[src/rtl/ram_burst_master.sv]
// ram_burst_master: burst command controller for a single-port synchronous RAM
module ram_burst_master #(
  parameter int ADDR_WIDTH = 4,
  parameter int MEM_DEPTH  = 8,
  parameter int MEM_WIDTH  = 16
) (
  input  logic                  clk,
  input  logic                  rst,
  input  logic                  cmd_valid,
  output logic                  cmd_ready,
  input  logic                  cmd_wr,
  input  logic [ADDR_WIDTH-1:0] cmd_addr,
  input  logic [ADDR_WIDTH-1:0] cmd_len,
  input  logic [MEM_WIDTH-1:0]  wdata,
  input  logic                  wdata_valid,
  output logic                  wdata_ready,
  output logic [MEM_WIDTH-1:0]  rdata,
  output logic                  rdata_valid,
  input  logic                  rdata_ready,
  output logic                  rdata_last,
  output logic                  busy,
  output logic [ADDR_WIDTH-1:0] mem_addr,
  output logic [MEM_WIDTH-1:0]  mem_wr_data,
  output logic                  mem_wren,
  output logic                  mem_rden,
  input  logic [MEM_WIDTH-1:0]  mem_rd_data
);
  typedef enum logic [2:0] {IDLE, WR, RD_ISSUE, RD_WAIT, RD_OUT} state_t;
  state_t state_q, state_d;
  logic [ADDR_WIDTH-1:0] addr_q, addr_d, cnt_q, cnt_d, addr_nxt;
  logic [MEM_WIDTH-1:0] rdata_q, rdata_d;
  logic last;
  always_comb begin
    addr_nxt = (addr_q == ADDR_WIDTH'(MEM_DEPTH - 1)) ? '0 : addr_q + 1'b1;
    last = cnt_q == '0;
    state_d = state_q;
    addr_d = addr_q;
    cnt_d = cnt_q;
    rdata_d = rdata_q;
    if (state_q == IDLE && cmd_valid) begin
      state_d = cmd_wr ? WR : RD_ISSUE;
      addr_d = cmd_addr;
      cnt_d = cmd_len;
    end
    if (state_q == WR && wdata_valid) begin
      state_d = last ? IDLE : WR;
      addr_d = addr_nxt;
      cnt_d = cnt_q - 1'b1;
    end
    if (state_q == RD_ISSUE) state_d = RD_WAIT;
    if (state_q == RD_WAIT) begin
      state_d = RD_OUT;
      rdata_d = mem_rd_data;
    end
    // the final read beat leaves the address on the last word read
    if (state_q == RD_OUT && rdata_ready) begin
      state_d = last ? IDLE : RD_ISSUE;
      addr_d = last ? addr_q : addr_nxt;
      cnt_d = last ? cnt_q : cnt_q - 1'b1;
    end
  end
  always_ff @(posedge clk) begin
    if (rst) begin
      state_q <= IDLE;
      addr_q <= '0;
      cnt_q <= '0;
      rdata_q <= '0;
    end else begin
      state_q <= state_d;
      addr_q <= addr_d;
      cnt_q <= cnt_d;
      rdata_q <= rdata_d;
    end
  end
  // outputs are forced idle while rst is high so an abandoned burst strobes nothing
  always_comb begin
    cmd_ready = !rst && state_q == IDLE;
    busy = !rst && state_q != IDLE;
    wdata_ready = !rst && state_q == WR;
    mem_wren = wdata_ready && wdata_valid;
    mem_wr_data = wdata_ready ? wdata : '0;
    mem_rden = !rst && state_q == RD_ISSUE;
    rdata_valid = !rst && state_q == RD_OUT;
    rdata_last = rdata_valid && last;
    mem_addr = addr_q;
    rdata = rdata_q;
  end
endmodule
[config.mk]
export PLATFORM = sky130hd
export DESIGN_NAME = ram_burst_master
export DESIGN_NICKNAME = d
export VERILOG_FILES = /design/src/rtl/ram_burst_master.sv
export SDC_FILE = /design/constraint.sdc
export NUM_CORES = 1
export LEC_CHECK = 0
export ABC_AREA = 1
export CORE_MARGIN = 3
export CORE_UTILIZATION = 40
export DETAILED_ROUTE_END_ITERATION = 6
export GPL_ROUTABILITY_DRIVEN = 0
export PLACE_DENSITY = 0.88
export SLEW_MARGIN = 30
export SYNTH_ARGS = -nofsm -noshare
export SYNTH_HDL_FRONTEND = slang
export SYNTH_SLANG_ARGS = --single-unit
[constraint.sdc]
create_clock -name clk -period 3.3 [get_ports clk]
set_clock_uncertainty 0.1 [all_clocks]
set_input_delay 0.33 -clock clk [delete_from_list [all_inputs] [get_ports clk]]
set_output_delay 0.33 -clock clk [all_outputs]
set_load 0.01 [all_outputs]
### After elaboration in Yosys (flattened, before gate mapping)

Index checks and enable logic that the tools add are counted.

| storage, ports and cells | value |
|---|---|
| bits in registers | 27 |
| latch bits | 0 |
| memory bits (writable) | 0 |
| ROM bits | 0 |
| bits of input ports | 46 |
| memories kept | 0 |

| cells by class | value |
|---|---|
| add/subtract/negate cells | 2 |
| multipliers | 0 |
| divide/modulo/power cells | 0 |
| $lt $le $gt $ge | 0 |
| eq/ne operators | 6 |
| shifts and indexed selects | 0 |
| muxes and demuxes | 18 |
| bitwise gates (word level) | 0 |
| reduce and logical (&&, ||, !) cells | 17 |

Operators with widths:

| cell | number |
|---|---|
| $mux 4 | 9 |
| $mux 16 | 1 |
| $mux 3 | 5 |
| $logic_and 1x1->1 | 10 |
| $eq 3x2->1 const B | 2 |
| $reduce_bool 3->1 | 2 |
| $reduce_bool 5->1 | 1 |
| $add 4x1->4 const B | 1 |
| $eq 4x3->1 const B | 1 |
| $logic_not 4->1 | 1 |
| $mux 2 | 2 |
| $sub 4x1->4 const B | 1 |
| $eq 3x1->1 const B | 1 |
| $eq 3x3->1 const B | 1 |
| $logic_not 3->1 | 1 |
| $ne 2x2->1 const B | 1 |
| $reduce_and 2->1 | 1 |
| $logic_not 1->1 | 1 |
| $mux 1 | 1 |

### Longest topological paths before layout

Gate-level depths: netlist of run 1.

| depth | value |
|---|---|
| word-level depth | 7 |
| depth in mapped cells | 10 |
| gate-level depth less buffers | 9 |

### Worst setup path after synthesis of run 1

OpenSTA, ideal clock, no wires.

| path | value |
|---|---|
| path kind | register -> output |
| from | register state_q[0] |
| to | output mem_wr_data[10] |
| arrival | 1261 ps |
| required time | 2870 ps |
| setup slack | 1609 ps |
| stages on the path, launching flop included | 6 |
| buffers on the path | 1 |
| path through | dfxtp_1 > nand3_1 > nor2_1 > inv_1 > buf_2 > nor2_1 |

| on the way | value |
|---|---|
| cells in the longest elaborated chain, start to end | 3 |

RTL lines:

| what | line | text |
|---|---|---|
| start, declared | 29 | `state_t state_q, state_d;` |
| start signal, assigned | 69 | `state_q <= state_d;` |
| $eq 3x1->1 | 79 | `wdata_ready = !rst && state_q == WR;` |
| $logic_and 1x1->1 | 79 |  |
| via wdata_ready | 16 | `output logic wdata_ready,` |
| $mux 16 | 81 | `mem_wr_data = wdata_ready ? wdata : '0;` |
| end, declared | 23 | `output logic [MEM_WIDTH-1:0] mem_wr_data,` |

The timed path passes the listed nets, and every way through them passes these cells.

### Worst setup path in the final report of run 1

| path | value |
|---|---|
| from | input rst |
| to | output mem_wr_data[9] |

| on the way | value |
|---|---|
| cells in the longest elaborated chain, start to end | 3 |

RTL lines:

| what | line | text |
|---|---|---|
| start, declared | 8 | `input logic rst,` |
| $logic_not 1->1 | 79 |  |
| $logic_and 1x1->1 | 79 |  |
| $mux 16 | 81 |  |

No other way between the ends.

==> results of run 1 <==
-- synth_stat cells, types with 2 or more instances --
| library cell | number | area share, % |
|---|---|---|
| nor2_1 | 71 | 18 |
| nand2_1 | 39 | 9.6 |
| inv_1 | 33 | 8.1 |
| dfxtp_1 | 27 | 36 |
| nand3_1 | 18 | 5.9 |
| o21ai_0 | 16 | 5.3 |
| a21oi_1 | 6 | 2.0 |
| buf_2 | 5 | 1.6 |
| clkbuf_1 | 4 | 0.99 |
| ha_1 | 3 | 2.5 |
| nand3b_1 | 3 | 1.5 |
| nand4_1 | 3 | 1.2 |
| inv_2 | 2 | 0.49 |
| nand3_2 | 2 | 1.3 |
-- power by group through the flow --
stage	Combinational (uW)	Clock, uW	Sequential (uW)
2_1_floorplan	487	0	525
3_3_place_gp	820	0	504
3_5_place_dp	838	0	509
4_1_cts	849	205	501
5_1_grt	946	216	516
6_report	842	202	501
-- path summary, 6_finish.rpt --
kind | start | endpoint | slack [ns] | cells past startpoint
worst min-delay path | rdata[3]$_SDFFE_PP0N_ | rdata[3]$_SDFFE_PP0N_ | 0.39 | 2
worst max-delay path | rst | mem_wr_data[9] | 0.81 | 5
worst min register to register | rdata[3]$_SDFFE_PP0N_ | rdata[3]$_SDFFE_PP0N_ | 0.39 | 2
worst max register to register | state_q[1]$_SDFFE_PP0P_ | mem_addr[3]$_SDFFE_PP0P_ | 1.44 | 7
-- state kept, by name (all words and copies together), names as in the netlist --
name,flops
state_q,3
rdata,16
mem_addr,4
cnt_q,4
-- final cells by class --
class | count | area [sq um] | area share [%]
Clock buffer | 3 | 41.3 | 1.68
Clock inverter | 1 | 8.76 | 0.355
Inverter | 35 | 131 | 5.33
Multi-Input combinational cell | 172 | 797 | 32.3
Sequential cell | 27 | 541 | 21.9
Tap cell | 46 | 57.6 | 2.34
Timing Repair Buffer | 89 | 888 | 36.0
-- logic make-up (layout without fill, tap and decap cells) --
| group | after synthesis | count (layout) |
|---|---|---|
| AO/OA/AOI/OAI | 24 | 24 |
| XOR/XNOR | 2 | 2 |
| adder cells (fa/ha/maj) | 3 | 3 |
| buffers and inverters | 45 | 128 |
| flip-flops | 27 | 27 |
| AND/OR/NAND/NOR | 143 | 143 |
-- worst register-to-register path, cell delays in order (launching register included) --
cell and delay (ns):
dfxtp_1 0.49, inv_2 0.10, nand4_2 0.26, nand2_2 0.13
nor2_2 0.46, nand2_1 0.10, nand2_1 0.08, nor2_1 0.05
-- metrics by stage --
step	hold slack (ns)	setup slack, ns	instances	total power, uW
global route	0.413	0.640	373	1680
floorplan	0.377	1.61	244	1010
CTS	0.394	0.778	373	1550
finish	0.393	0.812	373	1540
detailed placement	0.374	0.800	369	1350
global placement	0.360	0.827	369	1320
-- layer usage --
| layer | global-route usage [%] | share of wire [%] | vias up |
|---|---|---|---|
| li1 | - | - | 918 |
| met1 | 23.2 | 40 | 759 |
| met2 | 32.9 | 50 | 57 |
| met3 | 6.82 | 8.8 | 2 |
| met4 | 3.29 | 0.39 | 0 |
| met5 | 0 | 0 | - |
==> impl_metrics.toml, run 1 <==
[power_and_ir_drop]
peakVddDrop_mv = 0.372
p_comb_share_pct = 54.5
leakagePower_uw = 0.00112
power.switching_uw = 637
p_per_area_nw_per_um2 = 627
clkPwrFrac_pct = 13.1
power_frac_seq_pct = 32.5
intPower_uw = 907
p_sw_share_pct = 41.2

[floorplanning]
core_region_area_sq_um = 3490
rows = 21
die_h_microns = 67.7
die_area_sq_um = 4580
floorplan.initialDensity_pct = 43.5
die_w_microns = 67.7
pin_count = 89

[critical_path]
cp_max_fo = 16
cpPeakStageDelay_ns = 0.57
crit_family = "buffers and inverters"
startpoint_type = "input pin"
cpMaxStageDelayCell = "clkdlybuf4s50_1"
cp_data_arrival_time_ns = 2.06
path_class = "in -> out"
cp.required_ns = 2.87
cp_cell_sequence = "clkdlybuf4s50_1 -> nor2_1 -> inv_1 -> nor2_1 -> clkdlybuf4s50_1"
end_kind = "output port"
worst-path-buf-inv = 3

[synth]
synth_area_sq_um = 1520
synth_compound_area_share_pct = 8.15
seq_area_frac_synth_pct = 35.6
synth_nets = 293
synthAdderAreaFrac_pct = 2.47
avgSynthCellArea_sq_um = 6.23
async_flop_share_pct = 0
synth-seq-cells = 27
synth_edf_count = 0
synth_simple_gate_area_share_pct = 40.7
synth_cell_types = 26
yosys_warnings = 0
yosys.area_share.xor_xnor_pct = 1.15
synth.area.mux_share_pct = 0
dominantRegCellSynth = "dfxtp_1"
synth_top_family_by_area = "simple AND/OR/NAND/NOR gates"
syn_inst = 244

[min_path]
worst_hold_path_type = "reg -> reg"

[timing]
max_slew.worst_pin.slew_ns = 0.690
max_freq_mhz = 402
rsz0062_at_grt = "no"
slew_headroom_pct = 53.9
setup_tns_ns = 0
fin_crit_ns = 2.49
finalCritPeriodShare_pct = 75.4
final-setup-viol-count = 0
maxSlewViolCount = 0
hold_viol_final = 0

[final_layout]
fillers = 303
nNetsFinal = 377
diodes = 0
area_growth_pct = 62.1
final_cell_mix = "clkdlybuf4s50_1 (88), nor2_1 (71), nand2_1 (39)"
fin_util_pct = 70.5
drive_above_1_share_pct = 4.28
layout_commonest_cell = "clkdlybuf4s50_1"
design_area_sq_um = 2460

[grt]
grt_max_degree = 26
grt_pass1_wl_mm = 6.94
antenna_found_initial = 0
grt_overflow = 0
grt_pass1_vias = 1589
grt_use_total_pct = 19.2

[route]
via_count = 1736
wire_per_inst_microns = 11.6
drc = 0
drt-initial-drc-count = 118
wirelength_mm = 4.33
drt_pre_antenna_iters = 4
final_antenna_net_count = 0
viasPerCell = 4.65

[status]
status = "completed"

[run]
cap_violations = 0

[cts]
clk_pin_slew_ns = 0.11
cts.path.max_buffers = 2
cts_buffers = 3
ctsHtreeMaxLevel = 1
tritoncts = "yes"
clock-sinks = 27
cts-root-buf = "clkbuf_8"
post_cts_resize_count = 0
cts_setup_buffers = 0
worstSkewPairLatency_ns = 0.28
hold_buffers = 0

[place]
placedInstanceArea_sq_um = 2410
dp_hpwl_mm = 3.33
io_buffers = 88
Note: power is estimated with default switching activity, not from simulation.
==> run 2, diff against run 1 <==
--- a/config.mk
+++ b/config.mk
@@ -7,10 +7,10 @@
 export LEC_CHECK = 0
 export ABC_AREA = 1
 export CORE_MARGIN = 3
-export CORE_UTILIZATION = 40
+export CORE_UTILIZATION = 38
 export DETAILED_ROUTE_END_ITERATION = 6
 export GPL_ROUTABILITY_DRIVEN = 0
-export PLACE_DENSITY = 0.88
+export PLACE_DENSITY = 0.85
 export SLEW_MARGIN = 30
 export SYNTH_ARGS = -nofsm -noshare
 export SYNTH_HDL_FRONTEND = slang
==> constraint.sdc (replaced) <==
create_clock -name clk -period 2.6 [get_ports clk]
set_clock_uncertainty 0.1 [all_clocks]
set_input_delay 0.26 -clock clk [delete_from_list [all_inputs] [get_ports clk]]
set_output_delay 0.26 -clock clk [all_outputs]
set_load 0.01 [all_outputs]
==> impl_metrics.toml, run 2 (synthesis results as in run 1) <==
[timing]
rsz0062_at_grt = "no"
max_slew.worst_pin.slew_ns = 0.679
finalCritPeriodShare_pct = 91.6
fin_crit_ns = 2.38
slew_headroom_pct = 54.7
timing.final.ws_setup_ns = 0.219
hold_viol_final = 0
max_freq_mhz = 420
final-setup-viol-count = 0
maxSlewViolCount = 0
setup_tns_ns = 0

[final_layout]
diodes = 0
largest_register_ffs = 16
drive_above_1_share_pct = 4.86
final_cell_mix = "clkdlybuf4s50_1 (88), nor2_1 (71), nand2_1 (39)"
instances_no_fill = 377
nNetsFinal = 379
layout_commonest_cell = "clkdlybuf4s50_1"
area_growth_pct = 63.2
fin_util_pct = 65.8

[critical_path]
startpoint_type = "register"
end_kind = "output port"
reg2reg_slack_ns = 0.81
cp_data_arrival_time_ns = 2.02
path_class = "reg -> out"
worstRegToRegCells = 8
cp_max_fo = 16
r2r_start = "state_q[0]$_SDFFE_PP0P_"
cp.required_ns = 2.24
r2r-end = "cnt_q[0]$_SDFFE_PP0P_"

[floorplanning]
pin_count = 89
die_w_microns = 69.3
die_area_sq_um = 4800
core_region_area_sq_um = 3770
die_h_microns = 69.3
floorplan.initialDensity_pct = 40.3
rows = 22

[place]
post-place-ws_ns = 0.455
io_buffers = 88
place_inst = 373
dp_hpwl_mm = 3.33

[run]
cap_violations = 0

[cts]
ctsHtreeMaxLevel = 1
cts_setup_buffers = 0
tritoncts = "yes"
post_cts_resize_count = 0
clk_pin_slew_ns = 0.10
cts-root-buf = "clkbuf_8"
worstSkewPairLatency_ns = 0.27
clock-sinks = 27
hold_buffers = 0
cts_buffers = 3
cts.path.max_buffers = 2

[power_and_ir_drop]
finalPower_uw = 1950
peakVddDrop_mv = 0.521
p_per_area_nw_per_um2 = 787
leakagePower_uw = 0.00113

[grt]
grt_pass1_vias = 1683
grt_overflow = 0
grt_pass1_wl_mm = 7.18
antenna_found_initial = 0
grt_max_degree = 26
grt_use_total_pct = 17.8

[route]
drt_pre_antenna_iters = 4
drc = 0
via_count = 1762
drt-initial-drc-count = 110
final_antenna_net_count = 0
wire_per_inst_microns = 11.5
viasPerCell = 4.67
wirelength_mm = 4.33

[min_path]
whs_path_depth = 2
min_from = "rdata[1]$_SDFFE_PP0N_"
worst_hold_path_type = "reg -> reg"
whs_endpoint = "rdata[1]$_SDFFE_PP0N_"

[status]
status = "completed"
run 2: area by class of cell:
class / instances / area (sq um)
tap: 48 / 60.1
timing repair buffer: 91 / 903
clock inverter: 1 / 7.51
fill: 356 / 1290
inverter: 35 / 131
multi-input combinational: 172 / 797
clock buffer: 3 / 41.3
sequential: 27 / 541
run 2: worst max path at each step:
stage	start	end	slack [ns]	cells after the start
after detailed placement	rst	mem_wr_data[5]	0.46	5
after CTS	state_q[0]$_SDFFE_PP0P_	mem_wr_data[5]	0.21	5
after global placement	rst	mem_wr_data[9]	0.49	5
after floorplan	state_q[0]$_SDFFE_PP0P_	mem_wr_data[10]	0.98	5
final	state_q[0]$_SDFFE_PP0P_	mem_wr_data[5]	0.22	5
after global routing	state_q[0]$_SDFFE_PP0P_	mem_wr_data[1]	0.01	5
run 2: metrics by stage:
step | hold slack (ns) | cell area (sq um)
after floorplan | 0.324 | 1520
after CTS | 0.394 | 2480
final | 0.388 | 2480
after detailed placement | 0.370 | 2430
after global placement | 0.361 | 2430
after global routing | 0.411 | 2480
run 2: power breakdown:
group	leakage, uW	internal [uW]	total, uW	switching [uW]
clock network	0.0000217	109	248	139
logic	0.000883	511	1070	555
registers	0.000221	533	637	104
run 2: per-layer routing:
layer,vias up,routed length [microns],track usage (%)
li1,927,-,-
met1,781,1750,19.0
met2,50,2200,33.1
met3,4,355,7.25
met4,0,27,2.60
met5,-,0,0
run 2: critical path, stage by stage, from the launching register on:
cell	delay, ns
dfxtp_1	0.51
nand3_1	0.16
nor2_1	0.14
inv_1	0.22
nor2_1	0.16
clkdlybuf4s50_1	0.56
